<file path="config.mk">
export PLATFORM = sky130hd
export DESIGN_NAME = serial_pattern_tx
export DESIGN_NICKNAME = d
export VERILOG_FILES = /design/src/rtl/serial_pattern_tx.sv
export SDC_FILE = /design/constraint.sdc
export NUM_CORES = 1
export LEC_CHECK = 0
export CORE_UTILIZATION = 46
export CTS_CLUSTER_DIAMETER = 50
export CTS_CLUSTER_SIZE = 20
export DETAILED_ROUTE_END_ITERATION = 8
export PLACE_DENSITY = 0.74
export SYNTH_ARGS = -nofsm -noshare
export SYNTH_HDL_FRONTEND = slang
export SYNTH_SLANG_ARGS = --single-unit
</file>
<file path="constraint.sdc">
create_clock -name clk -period 1.4 [get_ports clk]
set_input_delay 0.28 -clock clk [delete_from_list [all_inputs] [get_ports clk]]
set_output_delay 0.28 -clock clk [all_outputs]
set_load 0.05 [all_outputs]
</file>
<file path="src/rtl/serial_pattern_tx.sv">
// Parallel-to-serial pattern transmitter: shifts a WIDTH-bit word out MSB-first
// with a valid qualifier, and counts the adjacent-equal bit pairs in each word.
// Word latency is WIDTH+2 cycles from accept to the end of the done pulse.
// Backpressure: ready is high only in IDLE, and start is ignored at other times.
module serial_pattern_tx #(
  parameter int WIDTH = 8,
  localparam int CW = $clog2(WIDTH)
) (
  input  logic             clk,
  input  logic             reset,
  input  logic [WIDTH-1:0] data_in,
  input  logic             start,
  output logic             ready,
  output logic             w,
  output logic             w_valid,
  output logic             last,
  output logic             done,
  output logic [CW-1:0]    pair_count
);

  typedef enum logic [1:0] {
    IDLE  = 2'd0,
    SHIFT = 2'd1,
    DONE  = 2'd2
  } state_t;

  state_t           state;
  state_t           state_nxt;
  logic [WIDTH-1:0] shreg;
  logic [CW-1:0]    bit_cnt;
  logic [CW-1:0]    run_cnt;
  logic [CW-1:0]    run_cnt_nxt;
  logic             prev_bit;
  logic             last_bit;
  logic             pair_hit;

  // State register; reset drops any word in flight
  always_ff @(posedge clk or posedge reset) begin
    if (reset) begin
      state <= IDLE;
    end else begin
      state <= state_nxt;
    end
  end

  // Next-state logic and output decode from the registered state
  always_comb begin
    state_nxt   = state;
    ready       = 1'b0;
    w_valid     = 1'b0;
    w           = 1'b0;
    last        = 1'b0;
    done        = 1'b0;
    last_bit    = (bit_cnt == CW'(WIDTH - 1));
    pair_hit    = 1'b0;
    run_cnt_nxt = run_cnt;
    case (state)
      IDLE: begin
        ready = 1'b1;
        if (start) begin
          state_nxt = SHIFT;
        end
      end
      SHIFT: begin
        w_valid = 1'b1;
        w       = shreg[WIDTH-1];
        last    = last_bit;
        // The first bit of a word has no predecessor, so pairs never cross words
        pair_hit    = (bit_cnt != '0) && (shreg[WIDTH-1] == prev_bit);
        run_cnt_nxt = run_cnt + CW'(pair_hit);
        if (last_bit) begin
          state_nxt = DONE;
        end
      end
      DONE: begin
        done      = 1'b1;
        state_nxt = IDLE;
      end
      default: begin
        state_nxt = IDLE;
      end
    endcase
  end

  // Shift register, bit counter and pair counting datapath
  always_ff @(posedge clk or posedge reset) begin
    if (reset) begin
      shreg      <= '0;
      bit_cnt    <= '0;
      run_cnt    <= '0;
      prev_bit   <= 1'b0;
      pair_count <= '0;
    end else begin
      case (state)
        IDLE: begin
          if (start) begin
            shreg    <= data_in;
            bit_cnt  <= '0;
            run_cnt  <= '0;
            prev_bit <= 1'b0;
          end
        end
        SHIFT: begin
          shreg    <= {shreg[WIDTH-2:0], 1'b0};
          prev_bit <= shreg[WIDTH-1];
          run_cnt  <= run_cnt_nxt;
          if (last_bit) begin
            bit_cnt    <= '0;
            pair_count <= run_cnt_nxt;
          end else begin
            bit_cnt <= bit_cnt + CW'(1);
          end
        end
        default: begin
        end
      endcase
    end
  end

endmodule

</file>
==> flow_summary_export.csv <==
group,metric,value,unit
final_layout,area_growth,52.24,%
placed_design,dp_cells,143,
worst_setup_path,cp-start-kind,"register",
final_layout,fin_nets,143,
sta,tns,-1.479,ns
yosys,yosysWarnings,0,
cts,htreeDepth,1,
yosys,yosysSeqAreaShare,47.06,%
power,clkPwrFrac,9.0,%
die,initial_core_util,48.54,%
yosys,ys_seq_elements,20,
cts,cts_buffer_depth,2,
drt,routed_wl,2.415,mm
worst_setup_path,required,1.12,ns
cts,clk_latency,0.30,ns
flow_run,max_cap_viol_count,0,
die,io_pins,19,
drt,ant_nets,0,
die,dieArea,0.002509,sq mm
worst_setup_path,rr_worst_depth,8,
drt,vias_per_cell,5.526,
worst_setup_path,end_kind,"primary output",
worst_setup_path,startpoint,"bit_cnt[1]",
yosys,synth_area,0.001064,sq mm
outcome,failed_checks,"negative setup slack",
placed_design,dpl_cell_area,0.001460,sq mm
drt,drc,0,
sta,fmax,593.6,MHz
worst_setup_path,crit_type,"reg2out",
worst_setup_path,crit_slowest_cell,"dfrtp_1",
outcome,status,"finished with violations",
power,leakagePower,0.7492,nW
final_layout,final_area,0.001619,sq mm
die,die_x,50.09,microns
hold_path,hp-class,"in2async",
sta,grt_setup_unrepaired,"true",
power,peakVddDrop,1.549,mV
sta,setup_viol,10,
cts,cts_buffers,3,
sta,setup_slack,-0.2846,ns
drt,num_vias,851,
sta,relSlewSlack,69.65,%
power,seq_power_share,28.2,%
power,p_int,2.284,mW
sta,worst_slew_pin_slew,0.4541,ns
power,p_sw,1.521,mW
sta,fin_crit_sh,120.3,%
power,power_density,2350,mW/mm^2
placed_design,post-place-ws,-0.1614,ns
die,num_rows,17,
final_layout,diodes,0,
yosys,synthDistinctLibCells,23,
global_routing,grt_usage,22.42,%
placed_design,place_congestion,0.7559,
drt,wire_per_inst,15.68,microns
worst_setup_path,worstPathArrival,1.40,ns
drt,dr.pass1.iters,4,
sta,finalClockSkew,0.005321,ns
sta,hold_slack,0.2922,ns
worst_setup_path,reg2reg_to,"pair_count[2]",
die,die_h,50.09,microns
sta,fin_crit,1.685,ns
final_layout,drive_gt1_share,45.24,%
yosys,syn_avg_cell_area,11.82,sq um
yosys,syn_inst,90,
global_routing,grt-ovfl-total,0,
sta,hold_viol_final,0,
placed_design,port_buffers,18,
worst_setup_path,worstPathMaxFanout,2,
worst_setup_path,max_stage_delay,0.40,ns
drt,drt_iter0_drc,24,
final_layout,fin_cells,154,
power,power_frac_comb,62.7,%
worst_setup_path,rrSetupSlack,-0.24,ns
global_routing,antenna_found_initial,0,
die,fp.coreArea,0.002191,sq mm
cts,clk_pin_slew,0.12,ns
cts,tritoncts,"built",
yosys,syn_nets,106,
power,switching_share,39.98,%
cts,cts.sinks,20,
placed_design,dpl.hpwl,1.642,mm
cts,cts_root_buffer,"clkbuf_4",
global_routing,grt_pass1_vias,888,
global_routing,grt_pass1_wl,4.112,mm
worst_setup_path,r2r-start,"bit_cnt[0]",
worst_setup_path,cp_cell_sequence,"ha_2, ha_4, nand3b_4, clkinvlp_4, buf_12",
global_routing,grt_start_max_net_pins,21,
cts,ctsHoldBuffers,0,
sta,drv_slew,0,
power by group through the flow:
stage	sequential, mW	clock [mW]	combinational [mW]
global placement	1.05	0	2.04
global route	1.11	0.386	2.54
finish	1.07	0.344	2.39
CTS	1.07	0.347	2.38
floorplan	1.13	0	1.21
detailed placement	1.07	0	2.10
worst max-delay path, delay by kind of cell, from the launching register on:
kind,cells,cell delay [ns]
DFF,1,0.40
and+or+nand+nor,1,0.09
buffers and inverters,2,0.24
adders and majority gates,2,0.37
logic make-up after synthesis:
| group | Yosys count | share of synthesized area (%) |
|---|---|---|
| DFF | 20 | 47.06 |
| muxes | 3 | 3.176 |
| adders and majority gates | 5 | 5.882 |
| xor gates and xnor gates | 2 | 1.647 |
| buffers and inverters | 19 | 8.588 |
| and+or+nand+nor | 23 | 16.47 |
| AOI/OAI and AO/OA | 18 | 17.18 |
how the worst max path moves through the flow:
stage / slack, ns / cells after the start / end
finish: -0.28 / 5 / last
global route: -0.35 / 5 / last
CTS: -0.29 / 5 / last
detailed placement: -0.16 / 7 / pair_count[2]
global placement: -0.12 / 7 / pair_count[2]
floorplan: -0.15 / 4 / w
registers in the layout, indices dropped and copies added (netlist names):
| signal | flops |
|---|---|
| state | 2 |
| pair_count | 3 |
| run_cnt | 3 |
| shreg | 8 |
| bit_cnt | 3 |
| prev_bit | 1 |
synthesized netlist by cell type, drive strengths merged:
cell type   n  area, sq um
inv        13        48.80
a22o        6        52.55
nand3b      1        20.02
nand2b      3        18.77
a21oi       2        10.01
a222oi      2        20.02
nor4b       5        62.56
dfrtp      20        500.5
o21bai      1        18.77
nor4bb      1        10.01
o2bb2ai     1        8.760
xor2        2        17.52
mux2        3        33.78
a221o       1        10.01
and2        1        6.260
buf         6        42.54
ha          5        62.56
nor2        7        26.28
nor2b       5        31.28
a221oi      5        62.56
area by class of cell:
| cell class | count | area [sq um] |
|---|---|---|
| Clock buffer | 4 | 36.28 |
| Fill cell | 146 | 571.8 |
| Inverter | 13 | 52.55 |
| Multi-Input combinational cell | 51 | 563.0 |
| Sequential cell | 20 | 503.0 |
| Tap cell | 28 | 35.03 |
| Timing Repair Buffer | 38 | 429.2 |
per-stage QoR:
stage | total power [mW] | util [%]
3_5_place_dp | 3.172 | 66.65
2_1_floorplan | 2.342 | -
4_1_cts | 3.789 | 73.33
6_report | 3.805 | 73.90
3_3_place_gp | 3.085 | 66.65
5_1_grt | 4.033 | 73.90
layout by cell type (no fill, tap or decap), types with 2 or more instances in the layout:
cell	Yosys	routed
clkdlybuf4s50_1	0	10
ha_4	0	3
dfrtp_2	0	2
ha_2	0	2
a222oi_1	2	2
nor2b_4	0	2
nor2b_1	5	3
nand2b_1	3	3
buf_12	0	8
nor4b_2	3	5
buf_8	0	2
mux2_4	0	2
a221oi_2	3	3
dfrtp_1	20	18
a22o_1	6	6
clkbuf_4	0	3
inv_1	13	12
nor2_1	7	6
xor2_1	2	2
a221oi_1	2	2
buf_4	0	17
per-layer routing:
layer / routed length, microns / part of all wire, % / GRT usage [%]
met2: 1283 / 53 / 38.44
met5: 0 / 0 / 0
met3: 110 / 4.6 / 3.086
met4: 48 / 2.0 / 11.43
met1: 973 / 40 / 26.89
what timing repair did:
| action | CTS | global route |
|---|---|---|
| setup endpoints to repair | 9 | 13 |
| gates resized for setup | 13 | 2 |
| buffers inserted | 7 | 0 |
| pin swaps | 3 | 2 |
Power figures use the tool's default switching activity.
